**config.mk**
```make
export PLATFORM = sky130hd
export DESIGN_NAME = muldiv_sequencer
export DESIGN_NICKNAME = d
export VERILOG_FILES = /design/src/rtl/muldiv_pkg.sv /design/src/rtl/muldiv_timer.sv /design/src/rtl/muldiv_sequencer.sv
export SDC_FILE = /design/constraint.sdc
export NUM_CORES = 1
export LEC_CHECK = 0
export BUFFER_PORTS_ARGS = -buffer_cell sky130_fd_sc_hd__buf_2
export CAP_MARGIN = 5
export CORE_ASPECT_RATIO = 1.1
export CORE_MARGIN = 5
export CORE_UTILIZATION = 40
export CTS_CLUSTER_SIZE = 10
export DETAILED_ROUTE_END_ITERATION = 16
export GPL_ROUTABILITY_DRIVEN = 0
export PLACE_DENSITY = 0.63
export RECOVER_POWER = 100
export SYNTH_ARGS = -nofsm -noshare
export SYNTH_HDL_FRONTEND = slang
export SYNTH_SLANG_ARGS = --single-unit
```
**constraint.sdc**
```tcl
create_clock -name clk -period 1.6 [get_ports clk]
set_clock_uncertainty 0.05 [all_clocks]
set_input_delay 0.16 -clock clk [delete_from_list [all_inputs] [get_ports clk]]
set_output_delay 0.16 -clock clk [all_outputs]
set_load 0.02 [all_outputs]
```
**src/rtl/muldiv_pkg.sv**
```systemverilog
// rtl/muldiv_pkg.sv - shared op codes, select codes and state encoding for the mul/div sequencer
package muldiv_pkg;

    localparam logic [2:0] OP_MULT  = 3'd0;
    localparam logic [2:0] OP_MULTU = 3'd1;
    localparam logic [2:0] OP_DIV   = 3'd2;
    localparam logic [2:0] OP_DIVU  = 3'd3;
    localparam logic [2:0] OP_MTHI  = 3'd4;
    localparam logic [2:0] OP_MTLO  = 3'd5;

    localparam logic [2:0] SEL_DIV   = 3'd2;
    localparam logic [2:0] SEL_DIVU  = 3'd3;
    localparam logic [2:0] SEL_MUL   = 3'd4;
    localparam logic [2:0] SEL_MULTU = 3'd5;
    localparam logic [2:0] SEL_RS    = 3'd6;

    typedef enum logic [2:0] {
        ST_IDLE       = 3'd0,
        ST_MUL_WAIT   = 3'd1,
        ST_DIV_LAUNCH = 3'd2,
        ST_DIV_WAIT   = 3'd3,
        ST_WRITE      = 3'd4
    } state_t;

    // HI/LO source for each legal operation; MTHI/MTLO both take rs
    function automatic logic [2:0] sel_for_op(input logic [2:0] op);
        case (op)
            OP_MULT:  return SEL_MUL;
            OP_MULTU: return SEL_MULTU;
            OP_DIV:   return SEL_DIV;
            OP_DIVU:  return SEL_DIVU;
            default:  return SEL_RS;
        endcase
    endfunction

endpackage

```
**src/rtl/muldiv_timer.sv**
```systemverilog
// rtl/muldiv_timer.sv - 6-bit wait-cycle counter with load and terminal compare
module muldiv_timer (
    input  logic       clk,
    input  logic       rst,
    input  logic       load,
    input  logic       en,
    input  logic [5:0] limit,
    output logic       at_limit
);

    logic [5:0] count;

    // Counts cycles spent in the current wait state; the first wait cycle reads 1
    always_ff @(posedge clk) begin
        if (rst) begin
            count <= 6'd0;
        end else if (load) begin
            count <= 6'd1;
        end else if (en) begin
            count <= count + 6'd1;
        end
    end

    assign at_limit = (count == limit);

endmodule

```
**src/rtl/muldiv_sequencer.sv**
```systemverilog
// rtl/muldiv_sequencer.sv - sequences MULT/DIV units and HI/LO writes for the multicycle CPU
module muldiv_sequencer
    import muldiv_pkg::*;
#(
    parameter int MUL_LAT     = 2,
    parameter int DIV_TIMEOUT = 40
) (
    input  logic       clk,
    input  logic       rst,
    input  logic       req,
    input  logic [2:0] op,
    input  logic       divisor_zero,
    input  logic       div_busy,
    output logic       div_start,
    output logic       hi_ena,
    output logic       lo_ena,
    output logic [2:0] hi_sel,
    output logic [2:0] lo_sel,
    output logic       busy,
    output logic       done,
    output logic       err
);

    localparam logic [5:0] MUL_LIMIT = 6'(MUL_LAT);
    localparam logic [5:0] DIV_LIMIT = 6'(DIV_TIMEOUT);

    state_t     state, state_nx;
    logic [2:0] op_q;
    logic       nowrite_q;
    logic       seen_busy_q;
    logic       timer_load;
    logic       timer_en;
    logic       at_limit;
    logic       timeout;
    logic       accept;
    logic       is_div_op;

    assign accept    = req && (op <= OP_MTLO);
    assign is_div_op = (op == OP_DIV) || (op == OP_DIVU);

    muldiv_timer u_timer (
        .clk      (clk),
        .rst      (rst),
        .load     (timer_load),
        .en       (timer_en),
        .limit    ((state == ST_DIV_WAIT) ? DIV_LIMIT : MUL_LIMIT),
        .at_limit (at_limit)
    );

    // State, latched request and the no-write / divider-busy-seen flags
    always_ff @(posedge clk) begin
        if (rst) begin
            state       <= ST_IDLE;
            op_q        <= 3'd0;
            nowrite_q   <= 1'b0;
            seen_busy_q <= 1'b0;
        end else begin
            state <= state_nx;
            if (state == ST_IDLE && accept) begin
                op_q      <= op;
                nowrite_q <= is_div_op && divisor_zero;
            end else if (timeout) begin
                nowrite_q <= 1'b1;
            end
            if (state == ST_DIV_LAUNCH) begin
                seen_busy_q <= 1'b0;
            end else if (state == ST_DIV_WAIT && div_busy) begin
                seen_busy_q <= 1'b1;
            end
        end
    end

    // Next state, timer control and Moore outputs decoded from registered state
    always_comb begin
        state_nx   = state;
        timer_load = 1'b0;
        timer_en   = 1'b0;
        timeout    = 1'b0;
        div_start  = 1'b0;
        hi_ena     = 1'b0;
        lo_ena     = 1'b0;
        hi_sel     = 3'd0;
        lo_sel     = 3'd0;
        done       = 1'b0;
        err        = 1'b0;
        busy       = (state != ST_IDLE);
        case (state)
            ST_IDLE: begin
                if (accept) begin
                    if (op == OP_MULT || op == OP_MULTU) begin
                        state_nx   = ST_MUL_WAIT;
                        timer_load = 1'b1;
                    end else if (is_div_op && !divisor_zero) begin
                        state_nx = ST_DIV_LAUNCH;
                    end else begin
                        state_nx = ST_WRITE;
                    end
                end
            end
            ST_MUL_WAIT: begin
                timer_en = 1'b1;
                if (at_limit) state_nx = ST_WRITE;
            end
            ST_DIV_LAUNCH: begin
                div_start  = 1'b1;
                timer_load = 1'b1;
                state_nx   = ST_DIV_WAIT;
            end
            ST_DIV_WAIT: begin
                timer_en = 1'b1;
                // A completion seen in the same cycle as the limit still wins
                if (seen_busy_q && !div_busy) begin
                    state_nx = ST_WRITE;
                end else if (at_limit) begin
                    state_nx = ST_WRITE;
                    timeout  = 1'b1;
                end
            end
            ST_WRITE: begin
                done     = 1'b1;
                err      = nowrite_q;
                hi_ena   = !nowrite_q && (op_q != OP_MTLO);
                lo_ena   = !nowrite_q && (op_q != OP_MTHI);
                hi_sel   = sel_for_op(op_q);
                lo_sel   = sel_for_op(op_q);
                state_nx = ST_IDLE;
            end
            default: state_nx = ST_IDLE;
        endcase
    end

endmodule

```
==> flow_summary.json, run 1 <==
{
  "io_buffers": 19,
  "setup_slack_ns": 0.06961,
  "syn_area_per_cell_um2": 8.380,
  "ys_top_cells_by_area": "dfxtp_1 (35%), nor2_1 (7.5%), xor2_1 (4.4%)",
  "rows": 17,
  "synthCells": 96,
  "viasPerCell": 5.000,
  "cts_made_buffers": 3,
  "status": "completed",
  "swShare": 0.2932,
  "p_comb_frac": 0.196,
  "synth_edf_count": 0,
  "cp-end-kind": "output pin",
  "place_ws_ns": 0.2234,
  "start_util": 0.4111,
  "clockRootBuffer": "clkbuf_4",
  "core_area_um2": 1957,
  "drv_cap": 0,
  "io-pin-count": 20,
  "hpwlAfterDp_mm": 1.336,
  "antenna_cells": 0,
  "ant_nets": 0,
  "chipHeight_um": 57.04,
  "clk_path_buf_depth": 2,
  "synth-seq-cells": 14,
  "fillers": 216,
  "power_frac_seq": 0.534,
  "grt_pass1_vias": 626,
  "startpoint_type": "flip-flop",
  "yosysMostFrequentCell": "nor2_1",
  "slew_viol_final": 0,
  "setup_viol": 0,
  "synth_common_cells": "nor2_1 (16), dfxtp_1 (14), a21oi_1 (5), inv_1 (5), nand2_1 (5)",
  "grt_overflow_total": 0,
  "dr.pass1.iters": 4,
  "clk-insertion-delay-late_ns": 0.28,
  "min_period_ns": 1.530,
  "yosysUniqueCellTypes": 33,
  "final_hold_viol_count": 0,
  "dieArea_um2": 3009,
  "drc_errors": 0,
  "hp-class": "in2reg",
  "grt_pass1_wl_mm": 2.573,
  "fin_util": 0.4629,
  "ys.flop_type": "dfxtp_1",
  "critPathRequiredTime_ns": 1.39,
  "max_slew_margin": 0.6947,
  "regArea_um2": 284.0,
  "wire_per_inst_um": 12.26,
  "postPlaceCellArea_um2": 885.9,
  "die_width_um": 52.76,
  "ys_warn_count": 0,
  "mappedNetlistArea_um2": 804.5,
  "track_usage": 0.1156,
  "crit_type": "reg2out",
  "p_sw_mw": 0.2123,
  "drt_iter0_drc": 16,
  "clock_power_share": 0.270,
  "synth_area_leader_cell": "dfxtp_1",
  "placed_cells": 137,
  "cts_sinks": 14,
  "powerDensity_nw_per_um2": 799.2,
  "hold_ws_ns": 0.06194,
  "layout_worst_path_cycle_share": 0.9565,
  "ir_drop_mv": 0.3566,
  "yosysSeqAreaShare": 0.3484,
  "syn-num-nets": 105,
  "crit_path_max_fanout": 9,
  "yosysTopAreaCellShare": 0.3484,
  "internal-power_mw": 0.5117,
  "multi_input_comb_area_um2": 446.7,
  "power_leakage_nw": 0.4037,
  "fin_area_um2": 905.9,
  "postCtsSetupBuffers": 0,
  "htree_levels": 1,
  "fin_cells": 140,
  "max_freq_mhz": 653.4,
  "synthToLayoutAreaGrowth_pct": 12.60,
  "wl_mm": 1.717,
  "final_nets": 123,
  "via_count": 700,
  "antenna_found_initial": 0,
  "cts_tree": "yes",
  "grt_max_degree": 11,
  "cp_data_arrival_time_ns": 1.32,
  "tightest_slew_ns": 0.4540,
  "clk_pin_slew_ns": 0.08,
  "async_reset_ff_frac": 0,
  "drive_above_1_share": 0.2589
}
==> power groups by stage <==
stage / clock, mW / sequential (mW) / combinational, mW
global route: 0.218 / 0.389 / 0.155
floorplan: 0 / 0.383 / 0.123
global placement: 0 / 0.391 / 0.147
detailed placement: 0 / 0.391 / 0.148
CTS: 0.200 / 0.384 / 0.149
finish: 0.195 / 0.387 / 0.142
==> kinds of logic after synthesis <==
family,after synthesis,synth area share
AND/OR/NAND/NOR,44,0.3048
AO/OA/AOI/OAI,17,0.1431
flip-flops,14,0.3484
buffers and inverters,12,0.09331
XOR/XNOR,4,0.04354
multiplexers,4,0.05132
adder cells (fa/ha/maj),1,0.01555
==> stage by stage <==
step	total power, mW	setup TNS (ns)
global route	0.7627	-0.008017
CTS	0.7335	0
floorplan	0.5063	0
finish	0.7240	0
global placement	0.5378	0
detailed placement	0.5395	0
==> cell type report <==
cell class	instances	area share
clock buffers	3	0.02486
flip-flops and latches	14	0.3135
multi-input cells	70	0.4931
inverters	5	0.02072
well taps	28	0.03867
repair buffers	20	0.1091
==> placed cells by master, fill, tap and decap left out, drive strengths merged <==
cell type / synthesis / layout
mux2i: 3 / 3
a21boi: 1 / 1
nor2b: 3 / 3
a211oi: 1 / 1
o21ai: 2 / 2
o31ai: 2 / 2
buf: 7 / 12
nor3: 4 / 4
nor4b: 1 / 1
and2: 1 / 1
mux2: 1 / 1
dfxtp: 14 / 14
nor3b: 2 / 2
inv: 5 / 5
o31a: 1 / 1
o211ai: 1 / 1
clkbuf: 0 / 11
a21oi: 5 / 5
nand3b: 2 / 2
and3: 5 / 5
a31oi: 2 / 2
xor2: 4 / 4
ha: 1 / 1
nand2b: 2 / 2
nor2: 16 / 16
nand4: 2 / 2
nand2: 5 / 5
a22oi: 1 / 1
a311oi: 1 / 1
or3: 1 / 1
==> sequential cells by signal (all words and copies together), names as in the netlist <==
signal	flops
u_timer.count	6
op_q	3
state	3
nowrite_q	1
seen_busy_q	1
==> routing by layer <==
layer,global-route usage,share of wire,vias up
met5,0,0,-
met2,0.1844,0.45,20
met3,0.03916,0.067,4
met1,0.1274,0.46,314
li1,-,-,362
met4,0.07664,0.020,0
==> critical path: stages, from the launching register on <==
cell	delay, ns
dfxtp_2	0.38
nor2_4	0.14
nand2_2	0.10
a311oi_2	0.23
buf_2	0.20
==> final timing paths <==
path	from	to	slack, ns	cells after the start
setup / recovery	state[0]	hi_ena	0.07	4
hold reg to reg	seen_busy_q	seen_busy_q	0.49	2
setup reg to reg	state[2]	nowrite_q	0.08	4
hold / removal	op[0]	op_q[0]	0.06	3
==> what timing repair did <==
action,4_1_cts,5_1_grt
endpoints found under the hold margin,0,0
setup endpoints to repair,6,6
hold buffers,0,0
pin swaps,0,1
gates resized for setup,3,4
No activity file was read; power rests on OpenSTA's default activity.
==> inputs of run 2 (changes only) <==
--- a/config.mk
+++ b/config.mk
@@ -10,6 +10,7 @@
 export CORE_ASPECT_RATIO = 1.1
 export CORE_MARGIN = 5
 export CORE_UTILIZATION = 40
+export CTS_BUF_LIST = sky130_fd_sc_hd__clkbuf_4
 export CTS_CLUSTER_SIZE = 10
 export DETAILED_ROUTE_END_ITERATION = 16
 export GPL_ROUTABILITY_DRIVEN = 0
==> constraint.sdc (replaced) <==
create_clock -name clk -period 1.8 [get_ports clk]
set_clock_uncertainty 0.05 [all_clocks]
set_input_delay 0.18 -clock clk [delete_from_list [all_inputs] [get_ports clk]]
set_output_delay 0.18 -clock clk [all_outputs]
set_load 0.02 [all_outputs]
==> run 2 against run 1 <==
  * Global-route usage shrank 0.32 points
  * Combinational power shrank 18%
  * Setup slack gained 0.093 ns
  * Non-clock buffer count shrank 1
  * Die area is the same
  * Hold slack gained 0.036 ns
  * Sequential cell count is the same
  * Sequential share of layout area grew 0.74 points
  * Register-to-register slack gained 0.25 ns
==> flow_summary.json, run 2 (synthesized netlist as in run 1, its figures left out) <==
{
  "hpwlAfterDp_mm": 1.324,
  "path_delay_family": "simple AND/OR/NAND/NOR gates",
  "io_buffers": 19,
  "critPathMaxStageDelay_ns": 0.39,
  "grt_overflow_total": 0,
  "ir_drop_mv": 0.3603,
  "drive_above_1_share": 0.1802,
  "p_total_mw": 0.6276,
  "cts_made_buffers": 3,
  "drc_errors": 0,
  "startpoint_type": "flip-flop",
  "final_nets": 122,
  "final_cell_mix": "nor2_1 (15), dfxtp_1 (14), buf_2 (9)",
  "cts_sinks": 14,
  "wl_mm": 1.621,
  "crit_slowest_cell": "dfxtp_1",
  "regMostFlops": "u_timer.count",
  "crit_type": "reg2out",
  "antenna_found_initial": 0,
  "reg_top3": "u_timer.count (6), op_q (3), state (3)",
  "io-pin-count": 20,
  "min_period_ns": 1.637,
  "crit_path_max_fanout": 9,
  "cts_tree": "yes",
  "postCtsSetupBuffers": 0,
  "critPathRequiredTime_ns": 1.57,
  "setup_viol": 0,
  "hp-class": "in2reg",
  "via_count": 732,
  "slew_viol_final": 0,
  "cp_cell_sequence": "nor2_2 > nand2_1 > inv_1 > and3_1 > clkbuf_2",
  "die_width_um": 52.76,
  "dr.pass1.iters": 4,
  "grt_max_degree": 11,
  "track_usage": 0.1124,
  "clockRootBuffer": "clkbuf_4",
  "grt_pass1_wl_mm": 2.573,
  "wire_per_inst_um": 11.66,
  "tns_ns": 0,
  "worst-path-buf-inv": 2,
  "ant_nets": 0,
  "rows": 17,
  "layout_worst_path_cycle_share": 0.9095,
  "grt_pass1_vias": 623,
  "fillers": 214,
  "chipHeight_um": 57.04,
  "largest_register_ffs": 6,
  "max_freq_mhz": 610.9,
  "tightest_slew_ns": 0.4273,
  "fin_util": 0.4463,
  "synthToLayoutAreaGrowth_pct": 8.554,
  "drv_cap": 0,
  "power_leakage_nw": 0.3850,
  "start_util": 0.4111,
  "dieArea_um2": 3009,
  "status": "completed",
  "antenna_cells": 0,
  "clk-insertion-delay-late_ns": 0.27,
  "viasPerCell": 5.266,
  "final_hold_viol_count": 0,
  "cp_data_arrival_time_ns": 1.41,
  "cp-end-kind": "output pin",
  "powerDensity_nw_per_um2": 718.6,
  "hold_ws_ns": 0.09764,
  "max_slew_margin": 0.7127,
  "clk_pin_slew_ns": 0.07,
  "clk_path_buf_depth": 2,
  "layout_commonest_cell": "nor2_1",
  "grt_setup_unrepaired": "false",
  "core_area_um2": 1957,
  "htree_levels": 1,
  "drt_iter0_drc": 14
}
run 2: final cells by class:
type	count	area, um2	area share
flip-flops and latches	14	280.3	0.3209
inverters	5	18.77	0.02149
repair buffers	19	88.84	0.1017
well taps	28	35.03	0.04011
multi-input cells	70	427.9	0.4900
clock buffers	3	22.52	0.02579
run 2: worst reg2reg max path, delay by kind of cell (launching register included):
family	cells	cell delay, ns
flops	1	0.38
simple gates	2	0.69
compound gates	2	0.25
run 2: layer usage:
layer,up-vias,GRT usage,routed length (um)
met4,0,0.06569,39
li1,362,-,-
met2,22,0.1862,738
met5,-,0,0
met1,344,0.1288,732
met3,4,0.02611,112
run 2: where the power goes:
group	switching, mW	internal, mW	total (mW)
Combinational	0.0700	0.0467	0.117
Sequential	0.0170	0.324	0.341
Clock	0.0928	0.0774	0.170
run 2: path summary, 6_finish.rpt:
check / cells after the start / slack [ns] / from / endpoint
worst max-delay path: 5 / 0.16 / state[0] / hi_sel[0]
worst min register to register: 2 / 0.48 / op_q[2] / op_q[2]
worst max register to register: 4 / 0.33 / state[2] / nowrite_q
worst min-delay path: 3 / 0.1 / op[0] / op_q[0]
run 2: through the flow:
stage	instances	setup WS (ns)	cell area, um2
after global placement	136	0.4211	878.3
after CTS	139	0.1216	900.9
final	139	0.1630	873.3
after detailed placement	136	0.4113	878.3
after global routing	139	0.01398	873.3
after floorplan	96	0.2275	804.5
run 2: repair_timing:
| item | CTS | global route |
|---|---|---|
| endpoints found under the setup margin | 0 | 2 |
| hold buffers | 0 | 0 |
| resized for setup | 0 | 1 |
==> inputs of run 3 (changes only) <==
--- a/config.mk
+++ b/config.mk
@@ -8,7 +8,6 @@
 export BUFFER_PORTS_ARGS = -buffer_cell sky130_fd_sc_hd__buf_2
 export CAP_MARGIN = 5
 export CORE_ASPECT_RATIO = 1.1
-export CORE_MARGIN = 5
 export CORE_UTILIZATION = 40
 export CTS_BUF_LIST = sky130_fd_sc_hd__clkbuf_4
 export CTS_CLUSTER_SIZE = 10
==> run 3 against run 2 <==
  * Largest cell class unchanged
  * Sequential share of layout area fell by 0.092 points
  * Final cell count is 0.72% lower
  * Sequential power is essentially flat
==> flow_summary.json, run 3 (synthesized netlist as in run 1, its figures left out) <==
{
  "status": "completed",
  "grt_pass1_wl_mm": 2.463,
  "rows": 16,
  "wl_met1_um": 750,
  "swShare": 0.2871,
  "power_frac_seq": 0.541,
  "antenna_cells": 0,
  "p_total_mw": 0.6305,
  "cp-end-kind": "output pin",
  "clk-insertion-delay-late_ns": 0.28,
  "grt_overflow_total": 0,
  "drc_errors": 0,
  "hold_ws_ns": 0.09827,
  "htree_levels": 1,
  "max_freq_mhz": 594.1,
  "core_area_um2": 1842,
  "grt_pass1_vias": 613,
  "synthToLayoutAreaGrowth_pct": 8.865,
  "grt_max_degree": 11,
  "cts.hold.buffers_added": 0,
  "via_count": 708,
  "antenna_found_initial": 0,
  "max_slew_margin": 0.7169,
  "startpoint_type": "flip-flop",
  "setup_viol": 0,
  "routed-wl-met2_um": 722,
  "place_ws_ns": 0.4095,
  "cts_made_buffers": 3,
  "drv_cap": 0,
  "start_util": 0.4368,
  "dr.pass1.iters": 3,
  "hpwlAfterDp_mm": 1.234,
  "critPathRequiredTime_ns": 1.57,
  "clk_path_buf_depth": 2,
  "clockRootBuffer": "clkbuf_4",
  "dr.max_layer_used": "met4",
  "powerDensity_nw_per_um2": 719.9,
  "tns_ns": 0,
  "final_cell_mix": "nor2_1 (16), dfxtp_1 (14), buf_2 (9)",
  "wire_per_inst_um": 11.25,
  "dr_wl_met3_um": 62,
  "drt_iter0_drc": 5,
  "drive_above_1_share": 0.1892,
  "reg_top3": "u_timer.count (6), op_q (3), state (3)",
  "postCtsSetupBuffers": 0,
  "cts_sinks": 14,
  "io_buffers": 19,
  "hp-class": "in2reg",
  "cp_data_arrival_time_ns": 1.45,
  "track_usage": 0.1507,
  "tightest_slew_ns": 0.4210,
  "clock_power_share": 0.269,
  "grt_setup_unrepaired": "false",
  "fin_util": 0.4755,
  "internal-power_mw": 0.4495,
  "dieArea_um2": 2195,
  "ir_drop_mv": 0.4008,
  "chipHeight_um": 49.04,
  "fin_area_um2": 875.8,
  "setup_slack_ns": 0.1168,
  "power_leakage_nw": 0.3846,
  "p_comb_frac": 0.190,
  "postPlaceCellArea_um2": 877.1,
  "wl_mm": 1.553,
  "crit_path_max_fanout": 10,
  "layout_commonest_cell": "nor2_1",
  "crit_type": "reg2out",
  "die_width_um": 44.76,
  "fin_cells": 138,
  "regMostFlops": "u_timer.count",
  "viasPerCell": 5.130,
  "regToRegSetupSlack_ns": 0.16,
  "io-pin-count": 20,
  "min_period_ns": 1.683,
  "placed_cells": 135,
  "fillers": 202,
  "layout_worst_path_cycle_share": 0.9351,
  "final_hold_viol_count": 0,
  "final_nets": 122,
  "cts_tree": "yes",
  "slew_viol_final": 0,
  "clk_pin_slew_ns": 0.08,
  "ant_nets": 0,
  "p_sw_mw": 0.1810,
  "ctsResizeCount": 0,
  "largest_register_ffs": 6
}
[run 3: cell count changes in the layout (fill, tap and decap cells not counted)]
cell / delta
a211oi_2: +1
nor2_1: +1
or3_2: +1
a211oi_1: -1
or3_1: -1
nor2_2: -1
[run 3: area by class of cell]
| cell class | instances | area, um2 | area share |
|---|---|---|---|
| Inverter | 5 | 18.77 | 0.02143 |
| Tap cell | 27 | 33.78 | 0.03857 |
| Multi-Input combinational cell | 70 | 431.7 | 0.4929 |
| Clock buffer | 3 | 22.52 | 0.02571 |
| Timing Repair Buffer | 19 | 88.84 | 0.1014 |
| Sequential cell | 14 | 280.3 | 0.3200 |
[run 3: power groups by stage]
stage / combinational (mW) / clock (mW) / sequential, mW
after floorplan: 0.109 / 0 / 0.341
after global placement: 0.128 / 0 / 0.348
after detailed placement: 0.129 / 0 / 0.348
after CTS: 0.129 / 0.177 / 0.341
after global routing: 0.133 / 0.187 / 0.344
final: 0.120 / 0.169 / 0.341
[run 3: worst paths after layout]
path / startpoint / endpoint / cells after the start
worst max-delay path: state[1] / hi_ena / 4
worst min-delay path: op[0] / op_q[0] / 3
worst max register to register: state[2] / nowrite_q / 4
worst min register to register: op_q[2] / op_q[2] / 2
[run 3: worst max-delay path, cell delays in order (launching register included)]
cell,delay (ns)
dfxtp_1,0.39
nor2_1,0.20
nand2_1,0.15
a311oi_1,0.23
buf_2,0.21
[run 3: metal layers]
metal / vias to the layer above / global-route usage
met5: - / 0
met4: 0 / 0.03030
met3: 2 / 0.04444
met2: 18 / 0.2598
met1: 321 / 0.1812
li1: 367 / -
